===== src/rtl/register_write_back_unit.sv =====
// rtl/register_write_back_unit.sv - in-order write-back FIFO driving the register-file write port
module register_write_back_unit #(
    parameter int DEPTH      = 4,
    parameter int DATA_WIDTH = 16,
    parameter int ADDR_WIDTH = 3
) (
    input  logic                      clock,
    input  logic                      reset,
    input  logic                      flush,
    input  logic                      alu_valid,
    input  logic [ADDR_WIDTH-1:0]     alu_rd,
    input  logic [DATA_WIDTH-1:0]     alu_data,
    output logic                      alu_ready,
    input  logic                      mem_valid,
    input  logic [ADDR_WIDTH-1:0]     mem_rd,
    input  logic [DATA_WIDTH-1:0]     mem_data,
    output logic                      mem_ready,
    output logic [ADDR_WIDTH-1:0]     RW,
    output logic [DATA_WIDTH-1:0]     BusW1,
    output logic [DATA_WIDTH-1:0]     BusW2,
    output logic                      sig_enable_write1,
    output logic                      sig_enable_write2,
    output logic [2**ADDR_WIDTH-1:0]  pending,
    output logic [$clog2(DEPTH):0]    count
);

    localparam int PTR_W = $clog2(DEPTH);
    localparam int CNT_W = PTR_W + 1;
    localparam int NREG  = 2**ADDR_WIDTH;
    localparam logic [CNT_W-1:0] DEPTH_C    = CNT_W'(DEPTH);
    localparam logic [CNT_W-1:0] DEPTH_M1_C = CNT_W'(DEPTH - 1);

    // FIFO storage; lane bit set marks a memory-stage (lane 2) result
    logic [ADDR_WIDTH-1:0] rd_q   [DEPTH];
    logic [ADDR_WIDTH-1:0] rd_d   [DEPTH];
    logic [DATA_WIDTH-1:0] data_q [DEPTH];
    logic [DATA_WIDTH-1:0] data_d [DEPTH];
    logic [DEPTH-1:0]      lane_q, lane_d;

    logic [PTR_W-1:0]      head_q, head_d;
    logic [PTR_W-1:0]      tail_q, tail_d;
    logic [CNT_W-1:0]      count_q, count_d;

    // Output stage presented to the register file
    logic [ADDR_WIDTH-1:0] rw_q, rw_d;
    logic [DATA_WIDTH-1:0] busw1_q, busw1_d;
    logic [DATA_WIDTH-1:0] busw2_q, busw2_d;
    logic                  we1_q, we1_d;
    logic                  we2_q, we2_d;

    logic                  push_mem, push_alu, pop;
    logic [PTR_W-1:0]      alu_slot;
    logic [NREG-1:0]       pending_c;

    // Readiness looks only at registered occupancy; a same-cycle pop never frees a slot
    assign mem_ready = !flush && (count_q < DEPTH_C);
    assign alu_ready = !flush && ((count_q < DEPTH_M1_C) || ((count_q < DEPTH_C) && !mem_valid));

    assign push_mem = mem_valid && mem_ready;
    assign push_alu = alu_valid && alu_ready;
    assign pop      = (count_q != '0) && !flush;
    assign alu_slot = tail_q + PTR_W'(push_mem);

    // Enqueue (memory result is older, so it takes the tail slot) and dequeue bookkeeping
    always_comb begin
        rd_d    = rd_q;
        data_d  = data_q;
        lane_d  = lane_q;
        head_d  = head_q;
        tail_d  = tail_q;
        count_d = count_q;
        if (push_mem) begin
            rd_d[tail_q]   = mem_rd;
            data_d[tail_q] = mem_data;
            lane_d[tail_q] = 1'b1;
        end
        if (push_alu) begin
            rd_d[alu_slot]   = alu_rd;
            data_d[alu_slot] = alu_data;
            lane_d[alu_slot] = 1'b0;
        end
        tail_d  = tail_q + PTR_W'(push_mem) + PTR_W'(push_alu);
        head_d  = head_q + PTR_W'(pop);
        count_d = count_q + CNT_W'(push_mem) + CNT_W'(push_alu) - CNT_W'(pop);
        if (flush) begin
            head_d  = tail_q;
            tail_d  = tail_q;
            count_d = '0;
        end
    end

    // Output stage: load the head on pop, otherwise drop enables and hold address/buses
    always_comb begin
        rw_d    = rw_q;
        busw1_d = busw1_q;
        busw2_d = busw2_q;
        we1_d   = 1'b0;
        we2_d   = 1'b0;
        if (pop) begin
            rw_d = rd_q[head_q];
            if (lane_q[head_q]) begin
                busw2_d = data_q[head_q];
                we2_d   = 1'b1;
            end else begin
                busw1_d = data_q[head_q];
                we1_d   = 1'b1;
            end
        end
    end

    // Hazard mask: every queued destination plus the one currently being written
    always_comb begin
        pending_c = '0;
        for (int i = 0; i < DEPTH; i++) begin
            if (CNT_W'(PTR_W'(PTR_W'(i) - head_q)) < count_q) begin
                pending_c[rd_q[i]] = 1'b1;
            end
        end
        if (we1_q || we2_q) begin
            pending_c[rw_q] = 1'b1;
        end
    end

    // State registers; reset clears the queue and drops the enables immediately
    always_ff @(posedge clock or negedge reset) begin
        if (!reset) begin
            for (int i = 0; i < DEPTH; i++) begin
                rd_q[i]   <= '0;
                data_q[i] <= '0;
            end
            lane_q  <= '0;
            head_q  <= '0;
            tail_q  <= '0;
            count_q <= '0;
            rw_q    <= '0;
            busw1_q <= '0;
            busw2_q <= '0;
            we1_q   <= 1'b0;
            we2_q   <= 1'b0;
        end else begin
            rd_q    <= rd_d;
            data_q  <= data_d;
            lane_q  <= lane_d;
            head_q  <= head_d;
            tail_q  <= tail_d;
            count_q <= count_d;
            rw_q    <= rw_d;
            busw1_q <= busw1_d;
            busw2_q <= busw2_d;
            we1_q   <= we1_d;
            we2_q   <= we2_d;
        end
    end

    assign RW                = rw_q;
    assign BusW1             = busw1_q;
    assign BusW2             = busw2_q;
    assign sig_enable_write1 = we1_q;
    assign sig_enable_write2 = we2_q;
    assign pending           = pending_c;
    assign count             = count_q;

endmodule


===== config.mk =====
export PLATFORM = sky130hd
export DESIGN_NAME = register_write_back_unit
export DESIGN_NICKNAME = d
export VERILOG_FILES = /design/src/rtl/register_write_back_unit.sv
export SDC_FILE = /design/constraint.sdc
export NUM_CORES = 1
export LEC_CHECK = 0
export ABC_AREA = 1
export CAP_MARGIN = 25
export CORE_UTILIZATION = 50
export CTS_CLUSTER_SIZE = 12
export DETAILED_ROUTE_END_ITERATION = 10
export PLACE_DENSITY = 0.75
export SETUP_SLACK_MARGIN = 0.5
export SLEW_MARGIN = 20
export SYNTH_ARGS = -nofsm -noshare
export SYNTH_HDL_FRONTEND = slang
export SYNTH_SLANG_ARGS = --single-unit

===== constraint.sdc =====
create_clock -name clock -period 3.39 [get_ports clock]
set_input_delay 0.5085 -clock clock [delete_from_list [all_inputs] [get_ports clock]]
set_output_delay 0.5085 -clock clock [all_outputs]
set_load 0.02 [all_outputs]

# [After elaboration in Yosys (flattened, before gate mapping)]
# Index checks and enable logic that the tools add are counted.
[word_totals] reg_bits=124 in_bits=43 word_cells=137
[op_classes] n_addsub=10 order_cmp=26 mux=51 n_bitwise=11 n_reduce_logical=22
[ops] op="bitwise mux 64 bit" count=2
[ops] op="2-to-1 mux 64 bit" count=2
[ops] op="demux 16 bit (select 2 bit)" count=2
[ops] op="2-to-1 mux 16 bit" count=4
[ops] op="2-to-1 mux 8 bit" count=5
[ops] op="binary-select mux 16 bit (select 2 bit)" count=1
[ops] op="OR 8 bit" count=4
[ops] op="bitwise mux 12 bit" count=2
[ops] op="2-to-1 mux 12 bit" count=2
[ops] op="less-than comparator 3 x 4 -> 1 bit (second input constant)" count=5
[ops] op="demux 1 bit (select 3 bit)" count=5
[ops] op=">= comparator 3 x 1 -> 1 bit (second input constant)" count=5
[ops] op="logical AND 1 bit" count=15
[ops] op="2-to-1 mux 3 bit" count=5
[ops] op="demux 3 bit (select 2 bit)" count=2
[ops] op="less-than comparator 2 x 3 -> 1 bit" count=4
[ops] op="2-to-1 mux 1 bit" count=12
[ops] op=">= comparator 3 bit (second input constant)" count=3
[ops] op="less-than comparator 2 x 3 -> 1 bit (second input constant)" count=3
[ops] op="NOT 2 -> 3 bit" count=3
[ops] op="2-to-1 mux 4 bit" count=2
[ops] op="adder 2 x 1 -> 2 bit" count=3
[ops] op="adder 3 x 1 -> 3 bit" count=2
[ops] op="binary-select mux 3 bit (select 2 bit)" count=1
[ops] op="18 further kinds" count=26

# [Longest topological paths before layout]
[logic_depth] ltp_word=13 depth_mapped=14 mapped_depth_nobuf=12

# [Least setup slack after synthesis]
# OpenSTA, ideal clock, no wires.
[synth_path] kind="reg2reg" start="register count_q[2], in the netlist count[2]" end="register count_q[2], in the netlist count[2]" t_arrival_ps=2423 required_ps=3269 setup_slack_ps=846 path_stages_with_launch=10 path_buffers=2 synth_period_minus_slack_ps=2544 cell_sequence="dfrtp_1 > inv_2 > a21oi_4 > buf_6 > buf_4 > ha_1 > fa_1 > fa_1 > xor2_1 > nor2_1"
[synth_rtl] item="start: declaration" line="42" rtl="logic [CNT_W-1:0] count_q, count_d;"
[synth_rtl] item="start signal: assignment" line="146" rtl="count_q <= count_d;"
[synth_rtl] item="nonzero test 3 bit" line="61" rtl="assign pop = (count_q != '0) && !flush;"
[synth_rtl] item="logical AND 1 bit" line="61"
[synth_rtl] item="via pop" line="51" rtl="logic push_mem, push_alu, pop;"
[synth_rtl] item="subtractor 3 x 1 -> 3 bit" line="84" rtl="count_d = count_q + CNT_W'(push_mem) + CNT_W'(push_alu) - CNT_W'(pop);"
[synth_rtl] item="2-to-1 mux 3 bit" line="85" rtl="if (flush) begin"
[synth_rtl] item="via count_d[2]" line="42"
# The timed path passes the listed nets, and every way through them passes these cells.
# A chain may end at the register's enable or synchronous reset.

# [Worst setup path in the final report]
[layout_path] start="register head_q[1]" end="output port pending[6]"
[layout_via] elab_chain_cells=11
[layout_rtl] item="start: declaration" line="40" rtl="logic [PTR_W-1:0] head_q, head_d;"
[layout_rtl] item="start signal: assignment" line="132" rtl="head_q <= '0;"
[layout_rtl] item="start signal: assignment" line="144" rtl="head_q <= head_d;"
[layout_rtl] item="subtractor 1 x 2 -> 2 bit" line="115" rtl="if (CNT_W'(PTR_W'(PTR_W'(i) - head_q)) < count_q) begin"
[layout_rtl] item="less-than comparator 2 x 3 -> 1 bit" line="115"
[layout_rtl] item="2-to-1 mux 8 bit" line="115"
[layout_rtl] item="OR 8 bit (no line)"
[layout_rtl] item="2-to-1 mux 8 bit" line="115"
[layout_rtl] item="OR 8 bit (no line)"
[layout_rtl] item="2-to-1 mux 8 bit" line="115"
[layout_rtl] item="OR 8 bit (no line)"
[layout_rtl] item="2-to-1 mux 8 bit *" line="115"
[layout_rtl] item="OR 8 bit (no line)"
[layout_rtl] item="2-to-1 mux 8 bit *" line="119" rtl="if (we1_q || we2_q) begin"
[layout_rtl] item="end: declaration" line="23" rtl="output logic [2**ADDR_WIDTH-1:0] pending,"
# Mark *: on every way between the ends. The rest lies on a longest branch, timed or not.

==> impl_metrics.env <==
export IMPL_run_status="finished clean"
export IMPL_grt_usage_pct=30.6
export IMPL_firstDrtPassIters=8
export IMPL_multi_input_comb_area_sq_um=4390
export IMPL_syn_avg_cell_area_sq_um=6.24
export IMPL_power_per_cell_area_nw_per_um2=1000
export IMPL_hold_viol_final=0
export IMPL_clk_pin_slew_worst_paths_ns=0.06
export IMPL_worstSkewPairLatency_ns=0.43
export IMPL_first_global_vias=7623
export IMPL_met2WireLength_mm=11.0
export IMPL_synthesis_instances=1285
export IMPL_clk_root_buffer_cell="sky130_fd_sc_hd__clkbuf_16"
export IMPL_final_antenna_net_count=0
export IMPL_finalSetupTns_ns=0
export IMPL_final_period_minus_worst_setup_slack_ns=2.82
export IMPL_synth_seq_area_share_pct=38.7
export IMPL_max_slew_margin_rel_pct=44.0
export IMPL_initial_core_utilization_pct=52.0
export IMPL_hpwl_mm=15.3
export IMPL_maxUsedRoutingLayer="met4"
export IMPL_timing_critical_path_fanout_max=7
export IMPL_die_x_microns=129
export IMPL_critical_path_most_common_cell="sky130_fd_sc_hd__inv_1"
export IMPL_design_die_area_sq_um=16500
export IMPL_ys_seq_elements=124
export IMPL_max_clock_freq_mhz=355
export IMPL_finalWirelength_mm=23.9
export IMPL_tightest_slew_ns=0.837
export IMPL_synth_net_count=1339
export IMPL_yosys_area_top_type_share_pct=38.7
export IMPL_num_antenna_cells=0
export IMPL_ir_worst_vdd_mv=0.470
export IMPL_wl_met3_mm=1.97
export IMPL_drt_initial_drc_count=744
export IMPL_nFillCells=1496
export IMPL_avgViaCountPerCell=5.29
export IMPL_core_area_sq_um=15400
export IMPL_worst_r2r_cell_count=10
export IMPL_fp_row_count=45
export IMPL_tritoncts_num_buffers=17
export IMPL_worst_path_buf_inv=6
export IMPL_gp_congestion=0.873
export IMPL_timing_rr_end="data_q[4]$_DFF_PN0_"
export IMPL_grt_antenna_before_repair=0
export IMPL_count_of_unresolved_drc_violations_after_routing=0
export IMPL_met1_wire_length_mm=10.4
export IMPL_critical_path_slowest_cell="sky130_fd_sc_hd__dfrtp_2"
export IMPL_timing_final_setup_violations=0
export IMPL_final_cell_mix="761 x sky130_fd_sc_hd__nand2_1, 148 x sky130_fd_sc_hd__nand3_1, 123 x sky130_fd_sc_hd__dfrtp_1"
export IMPL_maximum_number_of_pins_on_one_net_before_global_route_repair=59
export IMPL_share_of_layout_cells_above_drive_strength_1_pct=7.03
export IMPL_worst_setup_path_class="flop to output pin"
export IMPL_power_leakage_uw=0.00542
export IMPL_fin_skew_ns=0.00662
export IMPL_stdcell_area_sq_um=9670
export IMPL_final_min_period_over_clock_period_pct=83.2
export IMPL_grt_setup_unrepaired="yes"
export IMPL_cts_sinks=124
export IMPL_die_height_microns=129
export IMPL_worstSetupStartpointType="flop"
export IMPL_tritoncts_clock_tree="built"
export IMPL_maxSlewViolCount=0
export IMPL_layout_cells_most_common="sky130_fd_sc_hd__nand2_1"
export IMPL_max_cap_check_violation_count=0
export IMPL_area_of_the_mapped_netlist_sq_um=8020
export IMPL_place_port_buffers=92
export IMPL_end_kind="output pin"
export IMPL_clock_tree_buffer_depth=2
export IMPL_path_depth=14
export IMPL_worstPathCellList="nand2_1 -> inv_1 -> nor2_2 -> inv_1 -> ha_1 -> inv_1 -> nor2_1 -> nand2_2 -> buf_4 -> nand4_1 -> nand2_1 -> inv_1 -> nand2_1 -> dlymetal6s2s_1"
export IMPL_yosys_warnings=0
export IMPL_global_route_overflow_total=0
export IMPL_flow_area_growth_from_synthesis_pct=20.6
export IMPL_hp_class="primary input to asynchronous set/reset pin"
export IMPL_required_ns=2.88
export IMPL_cp_top_family="simple AND/OR/NAND/NOR gates"
export IMPL_placed_cell_area_sq_um=9060
export IMPL_num_nets_final=1407
export IMPL_netlist_top_cells_area="sky130_fd_sc_hd__dfrtp_1 39%, sky130_fd_sc_hd__nand2_1 36%, sky130_fd_sc_hd__nand3_1 9.2%"
export IMPL_r2r_setup_slack_ns=0.92
export IMPL_synth_lib_cells_used_distinct=27
export IMPL_area_sequential_sq_um=3100
export IMPL_htreeDepth=4
export IMPL_route_detailed_wl_per_inst_microns=15.1
export IMPL_floorplan_io_pins=93
export IMPL_synth_largest_area_cell="sky130_fd_sc_hd__dfrtp_1"
export IMPL_crit_arrival_ns=2.31
export IMPL_detailroute_via_count=8334
export IMPL_wire_length_of_the_first_global_routing_pass_mm=39.0
export IMPL_timing_critical_path_slowest_cell_delay_ns=0.46
export IMPL_crit_reg2reg_launch="count[2]$_DFF_PN0_"
[through the flow]
stage / util, % / setup WS [ns] / total power [uW] / hold slack, ns / std cells
2_1_floorplan: - / 0.846 / 6110 / 0.213 / 1285
3_3_place_gp: 58.7 / 0.475 / 7670 / 0.454 / 1542
3_5_place_dp: 58.7 / 0.417 / 7770 / 0.457 / 1542
4_1_cts: 62.5 / 0.291 / 9570 / 0.125 / 1573
5_1_grt: 62.7 / 0.449 / 10500 / 0.155 / 1576
6_report: 62.7 / 0.570 / 9680 / 0.108 / 1576
[worst register-to-register path, delay by kind of cell (launching register included)]
family / cells / cell delay [ns]
simple gates: 6 / 0.91
flops: 1 / 0.59
fa+ha+maj: 1 / 0.37
buf+inv: 3 / 0.49
[kinds of logic after synthesis]
kind of cell	count (synthesis)	share of synthesized area [%]
buffers and inverters	122	6.77
adders and majority gates	11	1.90
and+or+nand+nor	1000	50.6
DFF	124	38.7
xor gates and xnor gates	2	0.219
AOI/OAI and AO/OA	26	1.78
[area by class of cell]
class                   count  area share, %
clock buffers              17           4.40
multi-input cells        1039           45.4
well taps                 211           2.73
clock inverters            14           1.64
flip-flops and latches    124           32.1
inverters                  48           1.86
repair buffers            123           11.9
[flip-flops by register name (all words and copies together), names as in the netlist]
register / count
lane_q: 4
BusW1: 16
BusW2: 16
sig_enable_write1: 1
sig_enable_write2: 1
head_q: 2
RW: 3
count: 3
tail_q: 2
rd_q: 12
data_q: 64
[routing by layer]
metal  vias to the layer above  track usage (%)
met5                         -                0
met4                         0             11.5
met3                        40             5.65
met2                       341             48.3
met1                      3821             41.8
li1                       4132                -
[cell usage after synthesis]
| master | n |
|---|---|
| sky130_fd_sc_hd__inv_1 | 43 |
| sky130_fd_sc_hd__nand4_1 | 14 |
| sky130_fd_sc_hd__nand3_1 | 148 |
| sky130_fd_sc_hd__buf_4 | 7 |
| sky130_fd_sc_hd__clkbuf_1 | 33 |
| sky130_fd_sc_hd__xor2_1 | 1 |
| sky130_fd_sc_hd__nand2_2 | 6 |
| sky130_fd_sc_hd__nor3_1 | 8 |
| sky130_fd_sc_hd__a21oi_4 | 1 |
| sky130_fd_sc_hd__nand3_2 | 2 |
| sky130_fd_sc_hd__a31oi_1 | 1 |
| sky130_fd_sc_hd__fa_1 | 2 |
| sky130_fd_sc_hd__dfrtp_1 | 124 |
| sky130_fd_sc_hd__a21oi_1 | 3 |
| sky130_fd_sc_hd__nor2_4 | 2 |
| sky130_fd_sc_hd__nand3_4 | 1 |
| sky130_fd_sc_hd__buf_1 | 2 |
| sky130_fd_sc_hd__or2_2 | 1 |
| sky130_fd_sc_hd__nor2_1 | 52 |
| sky130_fd_sc_hd__inv_2 | 5 |
| sky130_fd_sc_hd__buf_6 | 3 |
| sky130_fd_sc_hd__xnor2_1 | 1 |
| sky130_fd_sc_hd__nand2_1 | 765 |
| sky130_fd_sc_hd__o21ai_0 | 21 |
| sky130_fd_sc_hd__buf_2 | 29 |
| sky130_fd_sc_hd__ha_1 | 9 |
| sky130_fd_sc_hd__nor2_8 | 1 |
[power by group]
group	switching, uW	internal, uW
combinational	3410	1750
sequential	582	2120
clock	731	1090
total	4720	4960
[how the worst max path moves through the flow]
stage | endpoint | startpoint | slack (ns)
finish | pending[6] | head_q[1]$_DFF_PN0_ | 0.57
CTS | pending[6] | head_q[1]$_DFF_PN0_ | 0.29
floorplan | count[2]$_DFF_PN0_ | count[2]$_DFF_PN0_ | 0.85
global route | pending[6] | head_q[1]$_DFF_PN0_ | 0.45
detailed placement | data_q[13]$_DFF_PN0_ | flush | 0.42
global placement | data_q[1]$_DFF_PN0_ | flush | 0.47
[what timing repair did]
item,CTS,global route
setup endpoints to repair,8,8
gates resized for setup,12,22
gates cloned,0,0
pin swaps,0,1
buffers inserted,0,3
hold buffers,0,0
Power figures use the tool's default switching activity.
